$ cat config.mk
export PLATFORM = sky130hd
export DESIGN_NAME = spawn_ctrl_flat
export DESIGN_NICKNAME = d
export VERILOG_FILES = /design/src/rtl/spawn_pkg.sv /design/src/rtl/spawn_if.sv /design/src/rtl/down_counter.sv /design/src/rtl/spawn_ctrl.sv /design/src/flat_wrapper.sv
export SDC_FILE = /design/constraint.sdc
export NUM_CORES = 1
export LEC_CHECK = 0
export ABC_AREA = 1
export CORE_ASPECT_RATIO = 0.8
export CORE_MARGIN = 1.5
export CORE_UTILIZATION = 56
export DETAILED_ROUTE_END_ITERATION = 12
export PLACE_DENSITY = 0.91
export SLEW_MARGIN = 20
export SYNTH_ARGS = -nofsm -noshare
export SYNTH_HDL_FRONTEND = slang
export SYNTH_HIERARCHICAL = 1
export SYNTH_SLANG_ARGS = --single-unit
export TNS_END_PERCENT = 30
$ cat constraint.sdc
create_clock -name clk -period 4.55 [get_ports clk]
set_clock_uncertainty 0.05 [all_clocks]
set_input_delay 0.91 -clock clk [delete_from_list [all_inputs] [get_ports clk]]
set_output_delay 0.91 -clock clk [all_outputs]
set_load 0.01 [all_outputs]
$ cat src/rtl/spawn_pkg.sv
// Shared types and default parameter values for the spawn controller.
package spawn_pkg;
    typedef enum logic [2:0] {IDLE, DRAW_X, DRAW_KIND, OFFER, COOL} state_e;

    localparam int X_MAX_DEF      = 160;
    localparam int MAX_TRIES_DEF  = 8;
    localparam int FALLBACK_X_DEF = 80;
    localparam int COOLDOWN_DEF   = 60;
endpackage

$ cat src/rtl/spawn_if.sv
// Spawn offer bus: random input, enable, valid/ready offer and status.
interface spawn_if;
    logic [7:0] rand_num;
    logic       enable;
    logic       spawn_ready;
    logic       spawn_valid;
    logic [7:0] spawn_x;
    logic [1:0] spawn_kind;
    logic       busy;
    logic [7:0] spawn_count;

    modport master (
        output rand_num, enable, spawn_ready,
        input  spawn_valid, spawn_x, spawn_kind, busy, spawn_count
    );
    modport slave (
        input  rand_num, enable, spawn_ready,
        output spawn_valid, spawn_x, spawn_kind, busy, spawn_count
    );
endinterface

$ cat src/rtl/down_counter.sv
// Loadable down counter with zero flag; saturates at zero.
module down_counter #(
    parameter int W = 8
) (
    input  logic         clk,
    input  logic         reset,
    input  logic         load,
    input  logic         dec,
    input  logic [W-1:0] load_val,
    output logic         zero
);
    logic [W-1:0] cnt_q, cnt_d;

    always_comb begin
        cnt_d = cnt_q;
        if (load)                    cnt_d = load_val;
        else if (dec && cnt_q != '0) cnt_d = cnt_q - 1'b1;
    end

    always_ff @(posedge clk) begin
        if (reset) cnt_q <= '0;
        else       cnt_q <= cnt_d;
    end

    assign zero = (cnt_q == '0);
endmodule

$ cat src/rtl/spawn_ctrl.sv
// Spawn controller: rejection-samples a column, draws a kind, offers it
// on a valid/ready handshake, then idles for a fixed cooldown.
module spawn_ctrl
    import spawn_pkg::*;
#(
    parameter int X_MAX      = X_MAX_DEF,
    parameter int MAX_TRIES  = MAX_TRIES_DEF,
    parameter int FALLBACK_X = FALLBACK_X_DEF,
    parameter int COOLDOWN   = COOLDOWN_DEF
) (
    input  logic   clk,
    input  logic   reset,
    spawn_if.slave bus
);
    localparam logic [7:0] XM       = 8'(X_MAX);
    localparam logic [7:0] FB_X     = 8'(FALLBACK_X);
    localparam logic [7:0] CD_LOAD  = 8'(COOLDOWN - 1);
    localparam logic [3:0] TRY_LAST = 4'(MAX_TRIES - 1);

    state_e     state_q, state_d;
    logic [7:0] x_q, x_d;
    logic [1:0] kind_q, kind_d;
    logic       valid_q, valid_d;
    logic       busy_q, busy_d;
    logic [7:0] count_q, count_d;
    logic [3:0] try_q, try_d;
    logic       hs, cd_dec, cd_zero;

    assign hs = (state_q == OFFER) && bus.spawn_ready;

    always_comb begin
        state_d = state_q;
        x_d     = x_q;
        kind_d  = kind_q;
        count_d = count_q;
        try_d   = try_q;
        cd_dec  = 1'b0;
        case (state_q)
            IDLE: if (bus.enable) begin
                state_d = DRAW_X;
                try_d   = '0;
            end
            DRAW_X: begin
                if (bus.rand_num < XM) begin
                    x_d     = bus.rand_num;
                    state_d = DRAW_KIND;
                end else if (try_q == TRY_LAST) begin
                    // out of attempts: use the fixed column
                    x_d     = FB_X;
                    state_d = DRAW_KIND;
                end else begin
                    try_d = try_q + 4'd1;
                end
            end
            DRAW_KIND: begin
                kind_d  = bus.rand_num[1:0];
                state_d = OFFER;
            end
            OFFER: if (hs) begin
                state_d = COOL;
                count_d = count_q + 8'd1;
            end
            COOL: begin
                if (cd_zero) state_d = IDLE;
                else         cd_dec  = 1'b1;
            end
            default: state_d = IDLE;
        endcase
        valid_d = (state_d == OFFER);
        busy_d  = (state_d != IDLE);
    end

    always_ff @(posedge clk) begin
        if (reset) begin
            state_q <= IDLE;
            x_q     <= '0;
            kind_q  <= '0;
            valid_q <= 1'b0;
            busy_q  <= 1'b0;
            count_q <= '0;
            try_q   <= '0;
        end else begin
            state_q <= state_d;
            x_q     <= x_d;
            kind_q  <= kind_d;
            valid_q <= valid_d;
            busy_q  <= busy_d;
            count_q <= count_d;
            try_q   <= try_d;
        end
    end

    down_counter #(.W(8)) u_cool (
        .clk      (clk),
        .reset    (reset),
        .load     (hs),
        .dec      (cd_dec),
        .load_val (CD_LOAD),
        .zero     (cd_zero)
    );

    assign bus.spawn_valid = valid_q;
    assign bus.spawn_x     = x_q;
    assign bus.spawn_kind  = kind_q;
    assign bus.busy        = busy_q;
    assign bus.spawn_count = count_q;
endmodule
$ cat src/flat_wrapper.sv
// flat-port wrapper written by rule: the top's interface ports become plain ports
module spawn_ctrl_flat import spawn_pkg::*;
#(
    parameter int X_MAX      = X_MAX_DEF,
    parameter int MAX_TRIES  = MAX_TRIES_DEF,
    parameter int FALLBACK_X = FALLBACK_X_DEF,
    parameter int COOLDOWN   = COOLDOWN_DEF
)
  (clk, reset, bus_rand_num, bus_enable, bus_spawn_ready, bus_spawn_valid, bus_spawn_x, bus_spawn_kind, bus_busy, bus_spawn_count);
  spawn_if bus_i ();
  input  logic clk;
  input  logic reset;
  input wire logic [$bits(bus_i.rand_num)-1:0] bus_rand_num;
  input wire logic [$bits(bus_i.enable)-1:0] bus_enable;
  input wire logic [$bits(bus_i.spawn_ready)-1:0] bus_spawn_ready;
  output wire logic [$bits(bus_i.spawn_valid)-1:0] bus_spawn_valid;
  output wire logic [$bits(bus_i.spawn_x)-1:0] bus_spawn_x;
  output wire logic [$bits(bus_i.spawn_kind)-1:0] bus_spawn_kind;
  output wire logic [$bits(bus_i.busy)-1:0] bus_busy;
  output wire logic [$bits(bus_i.spawn_count)-1:0] bus_spawn_count;
  assign bus_i.rand_num = bus_rand_num;
  assign bus_i.enable = bus_enable;
  assign bus_i.spawn_ready = bus_spawn_ready;
  assign bus_spawn_valid = bus_i.spawn_valid;
  assign bus_spawn_x = bus_i.spawn_x;
  assign bus_spawn_kind = bus_i.spawn_kind;
  assign bus_busy = bus_i.busy;
  assign bus_spawn_count = bus_i.spawn_count;
  spawn_ctrl #(.X_MAX(X_MAX), .MAX_TRIES(MAX_TRIES), .FALLBACK_X(FALLBACK_X), .COOLDOWN(COOLDOWN)) u_core (.clk(clk), .reset(reset), .bus(bus_i));
endmodule
======== Word-level counts from Yosys, hierarchy flattened ========
Cells that the tools add are included.
word-level totals
  input port bits ......................... 12
  logic and storage cells ................. 51
  bits in registers ....................... 35
  output and inout bits ................... 20
operators by class
  muxes and demuxes ....................... 16
  reductions and logical operators ........ 13
  magnitude comparators ................... 1
  eq/ne operators ......................... 9
  add/subtract/negate cells ............... 3
operators by type and width
  cell                 number
  $mux 8               2
  $mux 3               5
  $pmux 3 s5           1
  $mux 4               3
  $mux 6               2
  $eq 3x2->1 const B   3
  $add 8x1->8 const B  1
  $logic_not 8->1      1
  $lt 8x8->1 const B   1
  $pmux 4 s2           1
  $reduce_bool 8->1    1
  $sub 8x1->8 const B  1
  $ne 2x2->1 const B   3
  $reduce_bool 2->1    3
  $add 4x1->4 const B  1
  $eq 4x3->1 const B   1
  $reduce_and 2->1     2
  $reduce_and 4->1     1
  $eq 3x1->1 const B   1
  $eq 3x3->1 const B   1
  $logic_not 3->1      1
  $reduce_bool 3->1    1
  $logic_and 1x1->1    2
  $mux 1               2
  $reduce_or 2->1      1

======== Longest topological paths before layout ========
  depth in word-level cells ............... 6
  depth in mapped cells ................... 13
  depth with buffers taken out ............ 13

======== Cells and area by module ========
The synthesis kept the hierarchy.
by module, submodules not included
  module        area each (um^2)  seq. area each (um^2)  times used  cells an instance
  spawn_ctrl    1244.9            540.5                  1           173
  down_counter  600.6             160.2                  1           104

======== Least setup slack after synthesis ========
Ideal clock, no wire load.
  path type ............................... input to register
  from .................................... input port bus_spawn_ready
  to ...................................... register u_core.u_cool.cnt_q[1]
  required time ........................... 4387 ps
  cell stages on the path ................. 8
  data arrival time ....................... 1954 ps
  setup slack ............................. 2433 ps
  setup time .............................. 113 ps
  buffers on the path ..................... 1
  path through ............................ nand2_1 -> nor2_8 -> clkbuf_1 -> inv_2 -> nand2_4 -> clkinv_2 -> nor2_1 -> nor2_1
between the ends
  word-level cells in the longest chain between the ends .. 2
  elaborated cells between the ends (all ways) .. 3
  classes of those cells .................. mux (1); reduce/logical (2)
ends and longest elaborated chain
  item                                         RTL line            text
  start, declared                              flat_wrapper.sv:15  input wire logic [$bits(bus_i.spawn_ready)-1:0] bus_spawn_ready;
  $logic_and 1x1->1 *                          spawn_ctrl.sv:29    assign hs = (state_q == OFFER) && bus.spawn_ready;
  via u_core.hs                                spawn_ctrl.sv:27    logic hs, cd_dec, cd_zero;
  $mux 6 or $reduce_bool 2->1 (tied branches)  --
  end signal, assigned                         down_counter.sv:22  else cnt_q <= cnt_d;
  end, declared                                down_counter.sv:12  logic [W-1:0] cnt_q, cnt_d;
Mark *: on every way through the listed nets, which the timed path passes. The rest lies on a longest branch.
A chain may end at the register's enable or synchronous reset.

==> run_results.csv <==
group,metric,value,unit
outcome,outcome,"finished clean",
setup_path,cp_slowest_cell,"clkdlybuf4s50_1",
placed_design,gp_congestion,0.964,
finish,area_growth_syn_to_layout,27.0,%
detailed_routing,vias_per_cell,5.15,
job,cap_violations,0,
setup_path,path_class,"primary input to flop",
clocking,cts-resized-gates,0,
setup_path,cp_slowest_stage_delay,0.88,ns
sta,finalSetupTns,0,ns
clocking,post_cts_buffers,0,
sta,setup_viol,0,
placed_design,portBuffers,31,
finish,layout.nets,334,
detailed_routing,drt_iter0_markers,107,
synth,synth_fa_ha_area_share,2.71,%
synth,syn_area_per_cell,6.66,um2
sta,fin_ws,2.20,ns
sta,maxSlewHeadroom,57.5,%
setup_path,crit_path_end_kind,"flop",
placed_design,placedCellCount,351,
sta,report.final.hold_viol_count,0,
min_path,hold_class,"flop to flop",
sta,fin_crit_sh,51.7,%
finish,diodes,0,
global_routing,grt_usage,25.0,%
setup_path,path_cells,"clkdlybuf4s50_1, inv_1, o21ai_0, nor2_1",
synth,synth_top_family_by_area,"simple AND/OR/NAND/NOR gates",
sta,rsz0062_at_grt,"false",
floorplanning,start_util,59.4,%
clocking,cts_tree,"done",
finish,layout.cells.non_filler,359,
setup_path,startpoint_type,"primary input",
clocking,clockBufferDepth,2,
detailed_routing,firstDrtPassIters,4,
setup_path,path_max_fanout,17,
clocking,cts_hold_buf,0,
pwr,peakVddDrop,0.213,mV
sta,fin_hold_ws,0.423,ns
global_routing,grt-ovfl-total,0,
synth,synth_mux_area_share,0,%
floorplanning,die_h,54.3,um
pwr,leakage,1.09,nW
detailed_routing,wl_per_cell,11.7,um
synth,synth_cell_type_count,29,
floorplanning,core_region_area,0.00311,mm2
detailed_routing,vias,1848,
setup_path,crit_buf_inv,2,
setup_path,critPathRequiredTime,4.68,ns
detailed_routing,drcViolationCount,0,
sta,worstMarginPinSlew,0.635,ns
floorplanning,die_area,0.00365,mm2
synth,ys.warnings.count,6,
synth,synth_compound_area_share,8.41,%
synth,yosysSeqAreaShare,38.0,%
global_routing,antenna_found_initial,0,
finish,mostFrequentLayoutCell,"nand2_1",
synth,ys_ff_latch,35,
clocking,htree_levels,2,
pwr,power.density,331,mW/mm2
global_routing,grt_first_pass_wirelength,6790,um
floorplanning,rows,18,
detailed_routing,detail-route-antenna-nets,0,
setup_path,cp.arrival,2.48,ns
synth,yosys.area_share.simple,40.0,%
sta,slew_viol_final,0,
global_routing,grt_max_degree,20,
finish,final_cell_mix,"nand2_1, nor2_1, inv_1, dfxtp_1, clkdlybuf4s50_1",
setup_path,path_delay_family,"buffers and inverters",
clocking,numCtsBuffers,5,
floorplanning,boundaryPins,32,
clocking,root_buffer,"clkbuf_8",
placed_design,place_ws,1.89,ns
global_routing,first_global_vias,1602,
synth,netlist_area,0.00185,mm2
synth,synth_cells,277,
clocking,clock_sinks,35,
placed_design,dp_hpwl,2940,um
clocking,clk_latency,0.30,ns
finish,design_area,0.00234,mm2
floorplanning,die_x,67.2,um
placed_design,placed_cell_area,0.00221,mm2
synth,synth-xor-area-share,0.949,%
detailed_routing,wirelength,4190,um
finish,layout-drive-gt1-share,8.15,%
sta,fmax,425,MHz
sta,min_period,2.35,ns
clocking,clk_pin_slew,0.07,ns
==> cells in the mapped netlist <==
| master | count | area share [%] |
|---|---|---|
| nand2_1 | 75 | 15 |
| nor2_1 | 39 | 7.9 |
| inv_1 | 36 | 7.3 |
| dfxtp_1 | 35 | 38 |
| nand3_1 | 25 | 6.8 |
| a21oi_1 | 17 | 4.6 |
| o21ai_0 | 8 | 2.2 |
| ha_1 | 4 | 2.7 |
| inv_2 | 4 | 0.81 |
| nand4_1 | 4 | 1.4 |
| nand2_4 | 3 | 1.8 |
| nor3_1 | 3 | 0.81 |
| o21ai_1 | 3 | 0.81 |
| clkbuf_1 | 2 | 0.41 |
| conb_1 | 2 | 0.41 |
| nand2_2 | 2 | 0.68 |
| nand3b_1 | 2 | 0.81 |
| nor2_2 | 2 | 0.68 |
| a31oi_1 | 1 | 0.34 |
| clkbuf_8 | 1 | 0.75 |
| clkinv_2 | 1 | 0.27 |
| nand3_2 | 1 | 0.54 |
| nand3_4 | 1 | 0.95 |
| nand4_2 | 1 | 0.68 |
| nor2_4 | 1 | 0.61 |
| nor2_8 | 1 | 1.1 |
| o21ai_2 | 1 | 0.47 |
| xnor2_1 | 1 | 0.47 |
| xor2_1 | 1 | 0.47 |
==> per-stage QoR <==
stage / utilization [%] / power, mW
2_1_floorplan: - / 0.405
3_3_place_gp: 71.0 / 0.442
3_5_place_dp: 71.0 / 0.445
4_1_cts: 75.4 / 0.779
5_1_grt: 75.4 / 0.807
6_report: 75.4 / 0.776
==> tightest hold or removal path: stages (launching register included) <==
cell     delay (ns)
dfxtp_1        0.31
nand2_1        0.06
a21oi_1        0.06
==> metal layers <==
metal / vias up / share of wire (%) / global-route usage (%)
met5: - / 0 / 0
met4: 0 / 1.6 / 9.18
met3: 8 / 5.3 / 8.23
met2: 50 / 46 / 38.9
met1: 844 / 48 / 32.7
li1: 946 / - / -
==> state kept, by name, indices dropped and copies added (netlist names) <==
| name | count |
|---|---|
| u_core/bus.busy | 1 |
| u_core/bus.spawn_count | 8 |
| u_core/bus.spawn_kind | 2 |
| u_core/bus.spawn_valid | 1 |
| u_core/bus.spawn_x | 8 |
| u_core/state_q | 3 |
| u_core/try_q | 4 |
| u_core/u_cool/cnt_q | 8 |
==> power breakdown <==
part | internal, mW | switching, mW | total, mW
Combinational | 0.0471 | 0.0611 | 0.108
Sequential | 0.320 | 0.0116 | 0.332
Clock | 0.219 | 0.118 | 0.336
Total | 0.586 | 0.191 | 0.776
==> cell families after synthesis <==
family                     after synthesis
xor gates and xnor gates                 2
buffers and inverters                   44
DFF                                     35
AOI/OAI and AO/OA                       30
other                                    2
and+or+nand+nor                        160
adders and majority gates                4
==> area by class of cell <==
class / count / area, um2
Multi-Input combinational cell: 204 / 991
Fill cell: 229 / 764
Sequential cell: 35 / 701
Timing Repair Buffer: 31 / 310
Inverter: 41 / 155
Clock buffer: 5 / 68.8
Clock inverter: 3 / 67.6
Tap cell: 40 / 50.0
==> worst paths after layout <==
| check | depth (start not counted) | slack, ns | end | start |
|---|---|---|---|---|
| setup / recovery | 4 | 2.20 | u_core/bus.spawn_x[6] | reset |
| setup reg to reg | 13 | 2.81 | u_core/u_cool/cnt_q[6] | u_core/u_cool/cnt_q[0] |
| hold reg to reg | 2 | 0.42 | u_core/bus.spawn_x[7] | u_core/bus.spawn_x[7] |
| hold / removal | 2 | 0.42 | u_core/bus.spawn_x[7] | u_core/bus.spawn_x[7] |
Power figures use the tool's default switching activity.
